--- config.mk ---
export PLATFORM = sky130hd
export DESIGN_NAME = reorder_buffer
export DESIGN_NICKNAME = d
export VERILOG_FILES = /design/src/rtl/reorder_buffer.sv
export SDC_FILE = /design/constraint.sdc
export NUM_CORES = 2
export LEC_CHECK = 0
export ABC_CLOCK_PERIOD_IN_PS = 7800
export CAP_MARGIN = 30
export CORE_UTILIZATION = 40
export CTS_CLUSTER_DIAMETER = 150
export DETAILED_ROUTE_END_ITERATION = 8
export SLEW_MARGIN = 10
export SYNTH_ARGS = -nofsm -noshare
export SYNTH_HDL_FRONTEND = slang
export SYNTH_SLANG_ARGS = --single-unit
--- constraint.sdc ---
create_clock -name clk -period 7.8 [get_ports clk]
set_input_delay 1.56 -clock clk [delete_from_list [all_inputs] [get_ports clk]]
set_output_delay 1.56 -clock clk [all_outputs]
set_load 0.02 [all_outputs]
--- src/rtl/reorder_buffer.sv ---
// Circular reorder buffer: allocates tags, captures CDB results, retires in program order.
// Latency: CDB write at edge N shows on the commit port during the following cycle; queries are combinational.
// Backpressure: full refuses allocation; rdy low freezes all state; a flush blocks allocation for its cycle.
module reorder_buffer #(
  parameter int DEPTH     = 16,
  parameter int TAG_WIDTH = 5
) (
  input  logic                 clk,
  input  logic                 rst,
  input  logic                 rdy,
  input  logic                 alloc_valid,
  input  logic [4:0]           alloc_rd,
  input  logic                 alloc_is_branch,
  output logic [TAG_WIDTH-1:0] alloc_tag,
  output logic                 full,
  input  logic                 cdb_valid,
  input  logic [TAG_WIDTH-1:0] cdb_tag,
  input  logic [31:0]          cdb_value,
  input  logic                 cdb_mispredict,
  input  logic [31:0]          cdb_target_pc,
  input  logic [TAG_WIDTH-1:0] query_tag1,
  input  logic [TAG_WIDTH-1:0] query_tag2,
  output logic                 query_ready1,
  output logic                 query_ready2,
  output logic [31:0]          query_value1,
  output logic [31:0]          query_value2,
  output logic [4:0]           commit_reg,
  output logic [TAG_WIDTH-1:0] commit_rob,
  output logic [31:0]          commit_value,
  output logic                 flush,
  output logic [31:0]          flush_pc
);

  localparam int IDX_W = $clog2(DEPTH);
  localparam int CNT_W = IDX_W + 1;

  logic [IDX_W-1:0] head, tail;
  logic [CNT_W-1:0] count;
  logic [DEPTH-1:0] busy, ready;
  logic [4:0]       rd         [DEPTH];
  logic             is_branch  [DEPTH];
  logic [31:0]      value      [DEPTH];
  logic             mispredict [DEPTH];
  logic [31:0]      target_pc  [DEPTH];

  logic             commit_fire;
  logic             do_alloc;
  logic             wb_hit;
  logic [IDX_W-1:0] wb_idx;

  // Tags are index + 1 so that tag 0 can mean "value already in the register file".
  assign alloc_tag   = TAG_WIDTH'(tail) + TAG_WIDTH'(1);
  assign full        = (count == CNT_W'(DEPTH));
  assign commit_fire = busy[head] && ready[head];
  assign flush       = commit_fire && is_branch[head] && mispredict[head];
  // Gated so flush_pc reads 0 out of reset, when target_pc storage is still undefined.
  assign flush_pc    = flush ? target_pc[head] : 32'd0;
  assign do_alloc    = alloc_valid && !full && !flush;
  assign wb_idx      = IDX_W'(cdb_tag - TAG_WIDTH'(1));
  // Tags above DEPTH do not name any entry and are ignored.
  assign wb_hit      = cdb_valid && (cdb_tag != '0) && (cdb_tag <= TAG_WIDTH'(DEPTH)) && busy[wb_idx];

  assign commit_reg   = commit_fire ? rd[head] : 5'd0;
  assign commit_rob   = commit_fire ? (TAG_WIDTH'(head) + TAG_WIDTH'(1)) : '0;
  assign commit_value = commit_fire ? value[head] : 32'd0;

  // Operand lookup: stored result first, then same-cycle CDB bypass.
  function automatic logic [32:0] lookup(input logic [TAG_WIDTH-1:0] tag);
    logic [IDX_W-1:0] idx;
    idx    = IDX_W'(tag - TAG_WIDTH'(1));
    lookup = 33'd0;
    if (tag == '0) begin
      lookup = {1'b1, 32'd0};
    end else if (tag <= TAG_WIDTH'(DEPTH)) begin
      if (ready[idx]) begin
        lookup = {1'b1, value[idx]};
      end else if (cdb_valid && (cdb_tag == tag)) begin
        lookup = {1'b1, cdb_value};
      end
    end
  endfunction

  // Two independent decoder operand ports.
  always_comb begin
    {query_ready1, query_value1} = lookup(query_tag1);
    {query_ready2, query_value2} = lookup(query_tag2);
  end

  // Control state: pointers, occupancy and per-entry busy/ready flags.
  always_ff @(posedge clk) begin
    if (rst) begin
      busy  <= '0;
      ready <= '0;
      head  <= '0;
      tail  <= '0;
      count <= '0;
    end else if (rdy) begin
      if (flush) begin
        // Everything younger than the mispredicted branch is discarded.
        busy  <= '0;
        ready <= '0;
        head  <= '0;
        tail  <= '0;
        count <= '0;
      end else begin
        if (wb_hit) ready[wb_idx] <= 1'b1;
        // Clearing after the writeback so a stray write to the retiring entry cannot revive it.
        if (commit_fire) begin
          busy[head]  <= 1'b0;
          ready[head] <= 1'b0;
          head        <= head + IDX_W'(1);
        end
        // Tail entry is never busy unless full, so this cannot clash with the writeback or commit.
        if (do_alloc) begin
          busy[tail]  <= 1'b1;
          ready[tail] <= 1'b0;
          tail        <= tail + IDX_W'(1);
        end
        case ({do_alloc, commit_fire})
          2'b10:   count <= count + CNT_W'(1);
          2'b01:   count <= count - CNT_W'(1);
          default: count <= count;
        endcase
      end
    end
  end

  // Entry payload; only meaningful while busy, so it carries no reset.
  always_ff @(posedge clk) begin
    if (!rst && rdy && !flush) begin
      if (do_alloc) begin
        rd[tail]        <= alloc_rd;
        is_branch[tail] <= alloc_is_branch;
      end
      if (wb_hit) begin
        value[wb_idx]      <= cdb_value;
        mispredict[wb_idx] <= cdb_mispredict;
        target_pc[wb_idx]  <= cdb_target_pc;
      end
    end
  end

endmodule

Word-level counts from Yosys, hierarchy flattened
Memories as Yosys holds them, arrays and structs flattened. A register that Yosys moved wholly into a read port is not among the register bits.
Cells that the tools add are included.
Word-level totals
  register bits: 45
  bits in latches: 0
  bits in writable memories: 1136
  bits in read-only memories: 0
  logic and storage cells: 135
  memories: 5
Operators by class
  add/subtract/negate cells: 9
  $mul: 0
  div/mod/pow operators: 0
  order comparisons: 11
  eq/ne operators: 5
  shift-type cells: 0
  multiplexer cells: 66
  bitwise logic cells: 7
  reductions and logical operators: 27
Memory list
  target_pc: words 16, bits a word 32, rd ports 1, clocked after memory_dff 1, write ports 1, RTL line 44  | logic [31:0] target_pc [DEPTH];
  value: words 16, bits a word 32, rd ports 3, clocked after memory_dff 1, write ports 1, RTL line 42  | logic [31:0] value [DEPTH];
  rd: words 16, bits a word 5, rd ports 1, clocked after memory_dff 1, write ports 1, RTL line 40  | logic [4:0] rd [DEPTH];
  is_branch: words 16, bits a word 1, rd ports 1, clocked after memory_dff 1, write ports 1, RTL line 41  | logic is_branch [DEPTH];
  mispredict: words 16, bits a word 1, rd ports 1, clocked after memory_dff 1, write ports 1, RTL line 43  | logic mispredict [DEPTH];
Operators by type and width (number)
  $mux W33: 8
  $mux W16: 16
  $mux W32: 2
  $mux W4: 14
  $and A16 B16 Y16: 3
  $not A16 Y16: 2
  $or A16 B16 Y16: 2
  $lt A4 B5 Y1 const B: 5
  $bmux W1 S4: 5
  $le A5 B5 Y1 const B: 3
  $logic_and A1 B1 Y1: 15
  $mux W5: 3
  $mux W1: 14
  $demux W1 S4: 3
  $ge A4 B1 Y1 const B: 3
  $sub A4 B1 Y4 const B: 3
  $add A4 B1 Y5 const B: 2
  $eq A5 B5 Y1: 2
  $logic_not A5 Y1: 2
  $pmux W5 S2: 1
  $add A4 B1 Y4 const B: 2
  $reduce_and A2 Y1: 3
  $add A5 B1 Y5 const B: 1
  $eq A5 B5 Y1 const B: 1
  7 further kinds: 10

Logic depth before layout (Yosys ltp)
  depth in word-level cells: 18
  mapped depth: 15
  mapped depth without buffers: 13

Least setup slack after synthesis
OpenSTA, ideal clock, no wires.
  path type: input port to flip-flop
  start: input port cdb_tag[0]
  end: memory mispredict[15], enable pin
  setup time: 0.488 ns
  data arrival time: 6.023 ns
  path slack: 1.289 ns
  stages on the path: 10
  cell sequence: buf_2 inv_1 ha_1 mux4_2 nand2_1 nand3_1 o211ai_1 or2_2 or2_1 nor2_1
On the way
  word-level cells in the longest chain between the ends: 7
RTL lines
  start, declared: RTL line 17  | input logic [TAG_WIDTH-1:0] cdb_tag,
  $sub A4 B1 Y4 / $reduce_bool A5 Y1 (equally long branches): RTL line 59, 61
  $bmux W1 S4 / $logic_and A1 B1 Y1 (equally long branches): RTL line 61  | assign wb_hit = cdb_valid && (cdb_tag != '0) && (cdb_tag <= TAG_WIDTH'(DEPTH)) && busy[wb_idx];
  $mux W1 (implied by the code) / $logic_and A1 B1 Y1 (equally long branches): RTL line 61
  $logic_and A1 B1 Y1: RTL line 61
  $mux W1: RTL line 135  | if (wb_hit) begin
  $mux W1: RTL line 130  | if (!rst && rdy && !flush) begin
  $mux W1 (implied by the code): RTL line 137  | mispredict[wb_idx] <= cdb_mispredict;
  end, declared: RTL line 43
Parallel ways exist; a longest one is shown, timed or not. The select of a mux whose other input is x is not followed.

Worst setup path after layout
  start: input port query_tag1[0]
  end: output port query_value1[3]
On the way
  word-level cells in the longest chain between the ends: 6
RTL lines
  start, declared: RTL line 21  | input logic [TAG_WIDTH-1:0] query_tag1,
  $sub A4 B1 Y4 / $eq A5 B5 Y1 (equally long branches): RTL line 70, 77
  $bmux W1 S4 / $logic_and A1 B1 Y1 (equally long branches): RTL line 75, 77
  $mux W1 (implied by the code) / $mux W33 (equally long branches): RTL line 75, 77
  $mux W33: RTL line 75  | if (ready[idx]) begin
  $mux W33: RTL line 74  | end else if (tag <= TAG_WIDTH'(DEPTH)) begin
  $mux W33 *: RTL line 72  | if (tag == '0) begin
  end, declared: RTL line 25  | output logic [31:0] query_value1,
Mark *: on every way between the ends. The rest lies on a longest branch, timed or not. The select of a mux whose other input is x is not followed.

==> reports/metrics.csv <==
metric;value;unit
outcome;finished clean;
synth.area.top_cells;edfxtp_1, mux4_2, dfxtp_1;
area_delta_synth_final;16.6;%
ctsHoldBuffers;0;
slew_violations;0;
grt_setup_unrepaired;no;
dp.cells;4646;
seqPwrFrac;50.4;%
vias;31120;
pwr-share-clk;44.3;%
internal_power;10.9;mW
leakagePower;19.3;nW
firstDrtPassIters;5;
syn_nets;2860;
cpPeakStageDelay;0.70;ns
syn_inst;2750;
pwr-share-comb;5.4;%
die_area;0.140;mm^2
critPathLaunchType;input port;
cap_violations;0;
grt_pass1_wl;232000;um
avgViaCountPerCell;6.36;
synth_top_area_share;61.7;%
boundaryPins;238;
clock_latency;0.76;ns
async_flop_share;0;%
drive_above_1_share;32.3;%
yosysSeqAreaShare;63.5;%
critPathMaxFanout;45;
min_from;count[4]$_SDFFE_PP0P_;
slew_headroom;13.6;%
drc;0;
finClkSkew;0.0194;ns
synth_top_cell_by_area;edfxtp_1;
hold_violations;0;
nets;3098;
synth_edf_count;1136;
slowest_stage;clkdlybuf4s50_1;
r2r_slack;2.89;ns
coreArea;0.137;mm^2
clk_path_buf_depth;3;
reg2reg_to;target_pc[5][13]$_DFFE_PP_;
port_buffers;237;
clkSlewWorstSetupHoldPaths;0.06;ns
drt-wirelength-per-cell;32.9;um
finalCriticalPeriod;7.01;ns
worstSetupPathType;in2out;
rows;136;
p_sw;2.96;mW
synth_flop_cell;edfxtp_1;
antenna_found_initial;18;
synth_area_per_cell;20.1;um^2
initial_utilization;40.3;%
gp_congestion;0.869;
grt_pass1_vias;32622;
period_share;89.8;%
cts_tree;yes;
crit_chain;buf_8, inv_1, ha_4, mux4_2, mux2i_1, mux2_2, buf_4, nand3_1, a21oi_1, clkdlybuf4s50_1;
cts_made_buffers;133;
ys_types;74;
max_freq;0.143;GHz
setup-tns-final;0;ns
htree_levels;4;
setup-violations-final;0;
arrival;5.45;ns
die_w;374;um
reg2reg_depth;10;
final_cell_mix;edfxtp_1, mux4_2, clkdlybuf4s50_1;
clock-sinks;1185;
grt_max_degree;158;
ir_worst_vdd;0.201;mV
place_hpwl;91800;um
crit_required;6.24;ns
min_path_type;reg2reg;
syn-cell-area;0.0553;mm^2
wl;161000;um
hold_depth;1;
grt_overflow;0;
final_cell_count_no_fill;4892;
cts_setup_buffers;0;
drt_iter0_drc;3608;
holdPathEnd;count[4]$_SDFFE_PP0P_;
synth_warnings;0;
mostFrequentLayoutCell;edfxtp_1;
ys_seq_elements;1185;
power.total;13.9;mW
pwr_density_cell;215;mW/mm^2
post_cts_resize_count;0;
swShare;21.4;%
worstMarginPinSlew;1.30;ns
cts-root-buf;clkbuf_16;
ant_nets;0;
die_height;374;um
grt_usage;23.0;%
critPathCaptureType;primary output;
[critical path: cells and delay by family]
family | cells | cell delay, ns
AOI/OAI and AO/OA | 1 | 0.45
adders and majority gates | 1 | 0.36
and+or+nand+nor | 1 | 0.12
muxes | 3 | 1.17
buffers and inverters | 4 | 1.73
[sequential cells by signal, summed over array words and instances (netlist names), named ones only]
name,cells
target_pc,512
value,512
rd,80
busy,16
is_branch,16
mispredict,16
ready,16
count,5
head,4
tail,4
[worst max-delay path by stage]
stage | startpoint | endpoint | slack (ns)
floorplan | cdb_tag[0] | mispredict[15]$_DFFE_PP_ | 1.29
global placement | query_tag1[0] | query_value1[3] | 0.80
detailed placement | query_tag1[0] | query_value1[3] | 0.70
CTS | query_tag1[0] | query_value1[3] | 0.70
global route | flip-flop | flush_pc[5] | 0.69
finish | query_tag1[0] | query_value1[3] | 0.79
[power by group through the flow]
stage	logic (mW)	registers, mW	clock network, mW
after global placement	0.730	7.11	0
after CTS	0.748	6.98	6.25
after floorplan	0.442	7.11	0
final	0.748	6.98	6.14
after detailed placement	0.748	7.11	0
after global routing	0.786	6.98	6.48
[per-layer routing]
metal | global-route usage [%] | routed length (um) | up-vias
met1 | 30.0 | 62000 | 16680
met2 | 38.0 | 79500 | 1724
met3 | 5.47 | 14400 | 334
met5 | 0 | 176 | -
li1 | - | - | 12354
met4 | 7.43 | 4690 | 28
[synthesized netlist by cell type (all sizes together) (13+ instances only)]
library cell / count
dfxtp: 49
and2: 81
mux4: 684
a21oi: 92
nand2: 119
a31oi: 13
xor2: 13
nand3: 79
ha: 19
buf: 74
inv: 19
nor2: 62
edfxtp: 1136
o21ai: 35
clkbuf: 132
[logic make-up (layout without fill, tap and decap cells)]
family	count (synthesis)	count (layout)	share of synthesized area [%]
AO/OA/AOI/OAI	201	201	2.34
XOR/XNOR	24	24	0.380
adder cells (fa/ha/maj)	19	19	0.430
buffers and inverters	226	571	1.67
flip-flops	1185	1185	63.5
multiplexers	699	699	28.2
other	0	3	0
AND/OR/NAND/NOR	396	396	3.54
[layout make-up]
class / count / area [um^2]
clock buffer: 169 / 3570
fill: 11230 / 72900
antenna: 3 / 7.51
multi-input combinational: 1339 / 19500
clock inverter: 73 / 691
timing repair buffer: 309 / 3230
inverter: 20 / 80.1
sequential: 1185 / 35100
tap: 1794 / 2240
[per-stage QoR]
step	hold slack, ns	setup WS, ns	cell area (um^2)	util (%)
after floorplan	0.426	1.29	55300	-
after global placement	0.439	0.800	60100	43.8
after detailed placement	0.453	0.700	60100	43.8
after CTS	0.467	0.696	64400	46.9
after global routing	0.496	0.686	64400	46.9
final	0.465	0.792	64400	46.9
Power figures use the tool's default switching activity.
